--- config.mk ---
export PLATFORM = sky130hd
export DESIGN_NAME = remote_cmd_seq
export DESIGN_NICKNAME = d
export VERILOG_FILES = /design/src/rtl/remote_cmd_seq.sv
export SDC_FILE = /design/constraint.sdc
export NUM_CORES = 1
export LEC_CHECK = 0
export BUFFER_PORTS_ARGS = -buffer_cell sky130_fd_sc_hd__buf_4
export CELL_PAD_IN_SITES_DETAIL_PLACEMENT = 0
export CELL_PAD_IN_SITES_GLOBAL_PLACEMENT = 2
export CORE_ASPECT_RATIO = 1.25
export CORE_MARGIN = 1.5
export CORE_UTILIZATION = 44
export DETAILED_ROUTE_END_ITERATION = 7
export PLACE_DENSITY_LB_ADDON = 0.1
export SYNTH_ARGS = -nofsm -noshare
export SYNTH_HDL_FRONTEND = slang
export SYNTH_SLANG_ARGS = --single-unit
--- constraint.sdc ---
create_clock -name clk -period 3.91 [get_ports clk]
set_input_delay 0.1955 -clock clk [delete_from_list [all_inputs] [get_ports clk]]
set_output_delay 0.1955 -clock clk [all_outputs]
set_load 0.05 [all_outputs]
--- src/rtl/remote_cmd_seq.sv ---
// remote_cmd_seq: buffered command sequencer for a RemoteComm-style UART master.
// Queues {cmd,data} pairs, sends them one at a time, checks ACK, retries, flags errors.
//
// Ports:
//   clk, rst_n           clock, synchronous active-low reset
//   push/push_cmd/data   enqueue a command (dropped when full)
//   full/empty/count     FIFO status (count includes in-flight entry)
//   cmd/data/send_cmd    command to UART master, one-cycle start pulse
//   cmd_sent             UART master finished transmitting
//   resp_rdy/resp        response byte valid / value
//   clr_resp_rdy         one-cycle pulse to knock down resp_rdy
//   busy/acked           FSM not idle / head command acknowledged
//   err/err_cmd/clr_err  sticky failure, failed opcode, acknowledge+drop
// Optional macro CMD_SEQ_STATS_EN adds ack_cnt/nack_cnt/tmo_cnt.

module remote_cmd_seq #(
  parameter int         DEPTH     = 8,
  parameter logic [7:0] ACK_BYTE  = 8'hA5,
  parameter int         TIMEOUT   = 2000000,
  parameter int         MAX_RETRY = 2
) (
  input  logic                       clk,
  input  logic                       rst_n,
  input  logic                       push,
  input  logic [7:0]                 push_cmd,
  input  logic [15:0]                push_data,
  output logic                       full,
  output logic                       empty,
  output logic [$clog2(DEPTH+1)-1:0] count,
  output logic [7:0]                 cmd,
  output logic [15:0]                data,
  output logic                       send_cmd,
  input  logic                       cmd_sent,
  input  logic                       resp_rdy,
  input  logic [7:0]                 resp,
  output logic                       clr_resp_rdy,
  output logic                       busy,
  output logic                       acked,
  output logic                       err,
  output logic [7:0]                 err_cmd,
  input  logic                       clr_err
`ifdef CMD_SEQ_STATS_EN
  ,
  output logic [15:0]                ack_cnt,
  output logic [15:0]                nack_cnt,
  output logic [15:0]                tmo_cnt
`endif
);

  localparam int AW = $clog2(DEPTH);
  localparam int CW = $clog2(DEPTH+1);
  localparam int TW = $clog2(TIMEOUT+1);
  localparam int RW =
    (MAX_RETRY < 1) ? 1 : $clog2(MAX_RETRY+1);

  localparam logic [CW-1:0] FULL_CNT = CW'(DEPTH);
  localparam logic [TW-1:0] TMO_CNT  = TW'(TIMEOUT);
  localparam logic [RW-1:0] RTY_MAX  = RW'(MAX_RETRY);

  typedef enum logic [2:0] {
    IDLE,
    SEND,
    WAIT_SENT,
    WAIT_RESP,
    CHECK,
    FAIL,
    HALT
  } state_t;

  state_t state_q, state_d;

  logic [23:0]   mem [DEPTH];
  logic [AW-1:0] wr_ptr, rd_ptr;
  logic [CW-1:0] cnt_q;
  logic [TW-1:0] timer_q;
  logic [RW-1:0] retry_q;
  logic [7:0]    cmd_q;
  logic [15:0]   data_q;
  logic          err_q;
  logic [7:0]    err_cmd_q;

  logic is_ack;
  logic tmo_hit;
  logic give_up;
  logic do_push;
  logic do_pop;
  logic tmo_evt;
  logic in_wait;

  assign full    = (cnt_q == FULL_CNT);
  assign empty   = (cnt_q == '0);
  assign count   = cnt_q;
  assign cmd     = cmd_q;
  assign data    = data_q;
  assign err     = err_q;
  assign err_cmd = err_cmd_q;
  assign busy    = (state_q != IDLE);

  assign is_ack  = (resp == ACK_BYTE);
  assign tmo_hit = (timer_q >= TMO_CNT);
  assign give_up = (retry_q >= RTY_MAX);
  assign in_wait = (state_q == WAIT_SENT) ||
                   (state_q == WAIT_RESP);

  // Pulses are gated by rst_n so a reset cycle never leaks one.
  assign send_cmd     = rst_n && (state_q == SEND);
  assign clr_resp_rdy = rst_n && (state_q == CHECK);
  assign acked        = clr_resp_rdy && is_ack;

  assign do_push = rst_n && push && !full;
  assign do_pop  = acked ||
                   (rst_n && (state_q == HALT) && clr_err);

  // Timeout only counts when the awaited event did not arrive.
  assign tmo_evt = rst_n && tmo_hit &&
    (((state_q == WAIT_SENT) && !cmd_sent) ||
     ((state_q == WAIT_RESP) && !resp_rdy));

  always_comb begin
    state_d = state_q;
    unique case (state_q)
      IDLE:      if (!empty) state_d = SEND;
      SEND:      state_d = WAIT_SENT;
      WAIT_SENT: begin
        if (cmd_sent)     state_d = WAIT_RESP;
        else if (tmo_hit) state_d = FAIL;
      end
      WAIT_RESP: begin
        if (resp_rdy)     state_d = CHECK;
        else if (tmo_hit) state_d = FAIL;
      end
      CHECK:     state_d = is_ack ? IDLE : FAIL;
      FAIL:      state_d = give_up ? HALT : SEND;
      HALT:      if (clr_err) state_d = IDLE;
      default:   state_d = IDLE;
    endcase
  end

  always_ff @(posedge clk) begin
    if (do_push) mem[wr_ptr] <= {push_cmd, push_data};
  end

  always_ff @(posedge clk) begin
    if (!rst_n) begin
      state_q   <= IDLE;
      wr_ptr    <= '0;
      rd_ptr    <= '0;
      cnt_q     <= '0;
      timer_q   <= '0;
      retry_q   <= '0;
      cmd_q     <= '0;
      data_q    <= '0;
      err_q     <= 1'b0;
      err_cmd_q <= '0;
    end else begin
      state_q <= state_d;

      if (do_push) wr_ptr <= wr_ptr + AW'(1);
      if (do_pop)  rd_ptr <= rd_ptr + AW'(1);

      case ({do_push, do_pop})
        2'b10:   cnt_q <= cnt_q + CW'(1);
        2'b01:   cnt_q <= cnt_q - CW'(1);
        default: cnt_q <= cnt_q;
      endcase

      if (state_q == SEND)
        timer_q <= '0;
      else if (in_wait && !tmo_hit)
        timer_q <= timer_q + TW'(1);

      if ((state_q == FAIL) && !give_up)
        retry_q <= retry_q + RW'(1);
      else if (do_pop)
        retry_q <= '0;

      // Latch the head once so cmd/data stay put until popped.
      if ((state_q == IDLE) && !empty)
        {cmd_q, data_q} <= mem[rd_ptr];

      if ((state_q == FAIL) && give_up) begin
        err_q     <= 1'b1;
        err_cmd_q <= cmd_q;
      end else if ((state_q == HALT) && clr_err) begin
        err_q     <= 1'b0;
      end
    end
  end

`ifdef CMD_SEQ_STATS_EN
  logic nack_evt;
  assign nack_evt = clr_resp_rdy && !is_ack;

  always_ff @(posedge clk) begin
    if (!rst_n) begin
      ack_cnt  <= '0;
      nack_cnt <= '0;
      tmo_cnt  <= '0;
    end else begin
      if (acked && (ack_cnt != 16'hFFFF))
        ack_cnt <= ack_cnt + 16'd1;
      if (nack_evt && (nack_cnt != 16'hFFFF))
        nack_cnt <= nack_cnt + 16'd1;
      if (tmo_evt && (tmo_cnt != 16'hFFFF))
        tmo_cnt <= tmo_cnt + 16'd1;
    end
  end
`else
  logic unused_tmo;
  assign unused_tmo = tmo_evt;
`endif

endmodule

# == After elaboration in Yosys (flattened, before gate mapping) ==
# Memories as Yosys holds them, arrays and structs flattened. A register that Yosys moved wholly into a read port is not among the register bits.
# Cells that the tools add are included.
# word_totals
mem_bits_rw,192
output_inout_bits,43
word_cells,72
ff_bits,45
in_bits,38
memories,1
# mem_list
memory,depth,width,rd,rd_clocked_by_memory_dff,wr,line,source
mem,8,24,1,1,1,72,logic [23:0] mem [DEPTH];
# op_classes
n_bitwise,1
addsub,6
n_eq_ne,12
muxes,15
order_cmp,2
n_reduce_logical,27
# op_table
operator,count
"21-bit by 1-bit adder with 21-bit output, second input constant",1
"21-bit greater-or-equal comparator, second input constant",1
3-bit 2-to-1 mux,7
3-bit one-hot mux with 7 select lines,1
1-bit logical AND,12
"3-bit == test, second input constant",3
"8-bit == test, second input constant",1
4-bit one-hot mux with 2 select lines,1
"3-bit by 1-bit adder with 3-bit output, second input constant",2
"3-bit by 2-bit == test with 1-bit output, second input constant",2
2-bit nonzero test,3
1-bit zero test,5
"4-bit by 1-bit adder with 4-bit output, second input constant",1
"4-bit == test, second input constant",1
4-bit zero test,1
1-bit 2-to-1 mux,4
2-bit 2-to-1 mux,2
"2-bit inequality test, second input constant",2
"4-bit by 1-bit subtractor with 4-bit output, second input constant",1
"3-bit by 1-bit == test with 1-bit output, second input constant",1
3-bit zero test,1
3-bit nonzero test,1
"2-bit by 1-bit adder with 2-bit output, second input constant",1
"2-bit by 1-bit == test with 1-bit output, second input constant",1
6 further kinds,7

# == Depth between registers and ports, before layout ==
# logic_depth
word_depth,6
depth_mapped,12
depth_no_buf,11

# == Worst setup path before layout ==
# No wires, ideal clock.
# synth_path
kind,reg-to-reg
from,reg cnt_q[0] (netlist: count[0])
to,"mem mem[0][0], enable pin"
synth_period_minus_slack_ps,3444
setup_time_ps,435
required_time_ps,3475
setup_slack_ps,466
n_path_buf,0
arrival_time_ps,3008
path_stages_with_launch,5
path_cell_list,dfxtp_1 -> nor3_1 -> a21oi_1 -> nand2b_1 -> nor3_1
# synth_between
elab_chain_cells,5
# synth_rtl
item,line,source
start: declaration,74,logic [CW-1:0] cnt_q;
start signal: assignment,162,2'b10: cnt_q <= cnt_q + CW'(1);
start signal: assignment,163,2'b01: cnt_q <= cnt_q - CW'(1);
start signal: assignment,164,default: cnt_q <= cnt_q;
4-bit == test,90,assign full = (cnt_q == FULL_CNT);
1-bit zero test,110,assign do_push = rst_n && push && !full;
1-bit logical AND,110,
1-bit 2-to-1 mux,140,"if (do_push) mem[wr_ptr] <= {push_cmd, push_data};"
1-bit 2-to-1 mux (implied by the code),140,
end: declaration,72,
# No other way between the ends.

# == Final worst setup path ==
# layout_path
from,reg state_q[2]
to,reg cnt_q[3] (netlist: count[3])
# layout_between
elab_chain_cells,6
word_cells_on_any_way,11
cone_classes,4 x eq/ne; 1 x mux; 6 x reduce/logical
# layout_rtl
item,line,source
start: declaration,70,"state_t state_q, state_d;"
start signal: assignment,156,state_q <= state_d;
"3-bit == test, on equally long branches","107, 112",
"1-bit logical AND, on equally long branches","107, 112",
"1-bit logical AND, on equally long branches","108, 112",
1-bit logical OR (*),111,assign do_pop = acked ||
net do_pop,86,logic do_pop;
2-bit by 1-bit == test with 1-bit output / 2-bit == test (equally long branches),161,"case ({do_push, do_pop})"
4-bit one-hot mux with 2 select lines / 2-bit nonzero test (equally long branches),-,
# The timed path passes the listed nets; every way through them passes the cells marked *.
# A chain may end at the register's enable or synchronous reset.

==> run_results.csv <==
group,metric,value,unit
yosys,yosysUniqueCellTypes,48,
yosys,yosys-top-cells-area,"edfxtp_1, dfxtp_1, mux4_2",
setup_path,timing.critical_path.max_delay_family,"compound AO/OA/AOI/OAI gates",
layout,layout_commonest_cell,"edfxtp_1",
yosys,commonest_register_cell_after_synthesis,"edfxtp_1",
yosys,synth_top_cell_by_area,"edfxtp_1",
yosys,number_of_flops_mapped_to_enable_cells_by_yosys,192,
detailed_routing,antenna_left,0,
layout,post_layout_nonfiller_instances,1094,
sta,slew_viol_final,0,
power_and_ir_drop,pwr_density_cell,500,nW/um2
power_and_ir_drop,p_leak,4.39,nW
yosys,synth.ff_latch_count,261,
detailed_routing,top_layer_reached_by_signal_wires,"met4",
sta,skew,9.40,ps
layout,layout_common_cells,"edfxtp_1, buf_4, nand2_1",
detailed_routing,firstDrtPassIters,4,
sta,setup-tns-final,0,ps
setup_path,setup.worst_path.start_class,"register",
layout,drive_gt1_frac,0.241,
clock_network,clk_pin_slew_worst_paths,60,ps
place,port_buf_inserts,80,
place,hpwl,12.9,mm
detailed_routing,routedLengthMet1,9.05,mm
power_and_ir_drop,vdd.ir_drop.worst,0.000412,V
detailed_routing,post_drt_wl_per_cell,19.7,um
yosys,synthCells,668,
setup_path,crit_required,4360,ps
yosys,synth_seq_area_share,0.687,
yosys,synth_nets,715,
sta,worst-slew-pin-transition,820,ps
detailed_routing,wl_met3,889,um
sta,setup_viol,0,
setup_path,worst-endpoint-arrival,3180,ps
clock_network,cts.sink_count,261,
sta,max_clock_freq,365,MHz
yosys,postSynth.asyncResetShare,0,
detailed_routing,drc,0,
global_route,via_count_of_the_first_global_routing_pass,6225,
worst_hold_path,hold_path_class,"in2reg",
run_status,status,"completed",
clock_network,cts_resized,0,
setup_path,crit_path_top_delay_cell,"dfxtp_1",
clock_network,cts_tree,"built",
place,place.detailed.instances,1020,
place,gpl.final_weighted_congestion,0.814,
yosys,yosysWarningCount,0,
global_route,grt_first_pass_wirelength,33.7,mm
setup_path,worstPathMaxFanout,11,
layout,post_route_cell_area,12600,um2
detailed_routing,initialDrtViolationCount,300,
sta,finalHoldViolations,0,
layout,finish.utilization,0.543,
setup_path,ff2ff_setup_slack,1170,ps
yosys,top_area_cell_type_share_of_the_netlist_area,0.554,
detailed_routing,detailed_route_wl,21.6,mm
clock_network,htreeDepth,1,
setup_path,criticalPathCategory,"reg2reg",
floorplan,die-width,141,um
layout,nNetsFinal,833,
clock_network,cts_buffer_depth,3,
setup_path,cpPeakStageDelay,520,ps
yosys,postSynthAreaPerCell,15.6,um2
sta,finalCriticalPeriod,2740,ps
yosys,syn_area,10400,um2
floorplan,pin_count,81,
floorplan,dieHeight,175,um
sta,slew-limit-headroom,0.453,
global_route,global_route.overflow_total,0,
floorplan,core.rowCount,62,
floorplan,placeableCoreArea,23100,um2
clock_network,post-cts-setup-buffers,0,
floorplan,fp.dieArea,24600,um2
global_route,grt_util_all_layers,0.178,
setup_path,critPathCaptureType,"register",
sta,layout_worst_path_cycle_share,0.700,
global_route,maximum_number_of_pins_on_one_net_before_global_route_repair,53,
setup_path,path_buf_inv,1,
clock_network,cts-buffers-inserted,27,
clock_network,hold_buffers,25,
detailed_routing,viasPerCell,5.53,
clock_network,cts.root.buffer_cell,"clkbuf_16",
run,max_cap_viol_count,0,
global_route,grt_antenna_before_repair,0,
layout,areaGrowthSynthToFinish,20.7,%
clock_network,clk-insertion-delay-late,520,ps
detailed_routing,detailroute.via_count,6047,
detailed_routing,routed_wire_length_on_met2,11.2,mm
layout,antennaDiodeCount,0,
setup_path,path_cells,"nor2b_1 > nand2_1 > a21o_1 > inv_1 > ha_1 > ha_1 > a21o_1 > a21oi_1 > xnor2_1 > or3_1 > a21boi_0",
sta,grt_setup_unrepaired,"false",
power_and_ir_drop,fin_total_pwr,6.28,mW
place,area_of_placed_instances,11400,um2
floorplan,initial_core_util,0.450,
==> routing by layer <==
| metal | vias up | global-route usage |
|---|---|---|
| met5 | - | 0 |
| met4 | 0 | 0.0460 |
| met3 | 35 | 0.0280 |
| met2 | 114 | 0.330 |
| met1 | 3065 | 0.216 |
| li1 | 2833 | - |
==> state kept, by name, indices dropped and copies added (netlist names) <==
| name | cells |
|---|---|
| count | 4 |
| mem | 192 |
| err_cmd | 8 |
| timer_q | 21 |
| rd_ptr | 3 |
| err | 1 |
| retry_q | 2 |
| cmd | 8 |
| data | 16 |
| wr_ptr | 3 |
| state_q | 3 |
==> cells by family (layout without fill, tap and decap cells) <==
| kind of cell | Yosys count | after routing | synth area share |
|---|---|---|---|
| mux | 75 | 75 | 0.130 |
| xor+xnor | 5 | 5 | 0.00421 |
| buf+inv | 48 | 186 | 0.0185 |
| simple gates | 167 | 167 | 0.0790 |
| flops | 261 | 261 | 0.687 |
| compound gates | 103 | 103 | 0.0701 |
| fa+ha+maj | 9 | 9 | 0.0115 |
==> worst min-delay path, stage by stage <==
cell and delay (ps):
buf_4 100, nand2_1 80, nand3_1 70, a21boi_0 70
==> cell usage after synthesis, types with 3 or more instances <==
| master | n |
|---|---|
| and2_1 | 7 |
| a21o_1 | 4 |
| inv_1 | 15 |
| nor3_1 | 7 |
| mux2i_1 | 27 |
| or4_1 | 4 |
| nand4_1 | 8 |
| o31ai_1 | 5 |
| clkbuf_1 | 21 |
| nor4_1 | 3 |
| buf_2 | 7 |
| o211a_1 | 24 |
| a21oi_1 | 23 |
| a21boi_0 | 14 |
| edfxtp_1 | 192 |
| o21a_1 | 3 |
| xnor2_1 | 4 |
| buf_1 | 3 |
| ha_1 | 8 |
| nand2_1 | 74 |
| mux4_2 | 48 |
| and3_1 | 3 |
| nor2_1 | 18 |
| or3_1 | 11 |
| nand2b_1 | 7 |
| o21ai_0 | 20 |
| nor2b_1 | 3 |
| nand3_1 | 13 |
| dfxtp_1 | 69 |
==> final timing paths <==
path	from	cells past startpoint	end
worst max-delay path	state_q[2]$_SDFFE_PN0P_	11	count[3]$_SDFFE_PN0P_
worst max register to register	state_q[2]$_SDFFE_PN0P_	11	count[3]$_SDFFE_PN0P_
worst min register to register	err_cmd[7]$_SDFFE_PN0P_	2	err_cmd[7]$_SDFFE_PN0P_
worst min-delay path	resp_rdy	4	state_q[1]$_SDFFE_PN0P_
==> stage by stage <==
step | hold slack [ps] | setup WS [ps]
finish | 39.8 | 1170
global route | 60.6 | 917
CTS | 18.2 | 1150
detailed placement | 432 | 1120
global placement | 422 | 1210
floorplan | 294 | 466
==> power by group <==
part / internal (mW) / leakage [nW] / switching, mW / total (mW)
clock network: 1.62 / 0.443 / 1.01 / 2.63
registers: 3.04 / 2.30 / 0.0600 / 3.10
logic: 0.190 / 1.66 / 0.362 / 0.553
total: 4.85 / 4.39 / 1.43 / 6.28
==> cell type report <==
| class | count | area, um2 |
|---|---|---|
| Fill cell | 1873 | 10600 |
| Sequential cell | 261 | 7150 |
| Multi-Input combinational cell | 359 | 3100 |
| Timing Repair Buffer | 121 | 971 |
| Clock buffer | 33 | 718 |
| Tap cell | 288 | 360 |
| Clock inverter | 16 | 195 |
| Inverter | 16 | 60.1 |
Power figures use the tool's default switching activity.
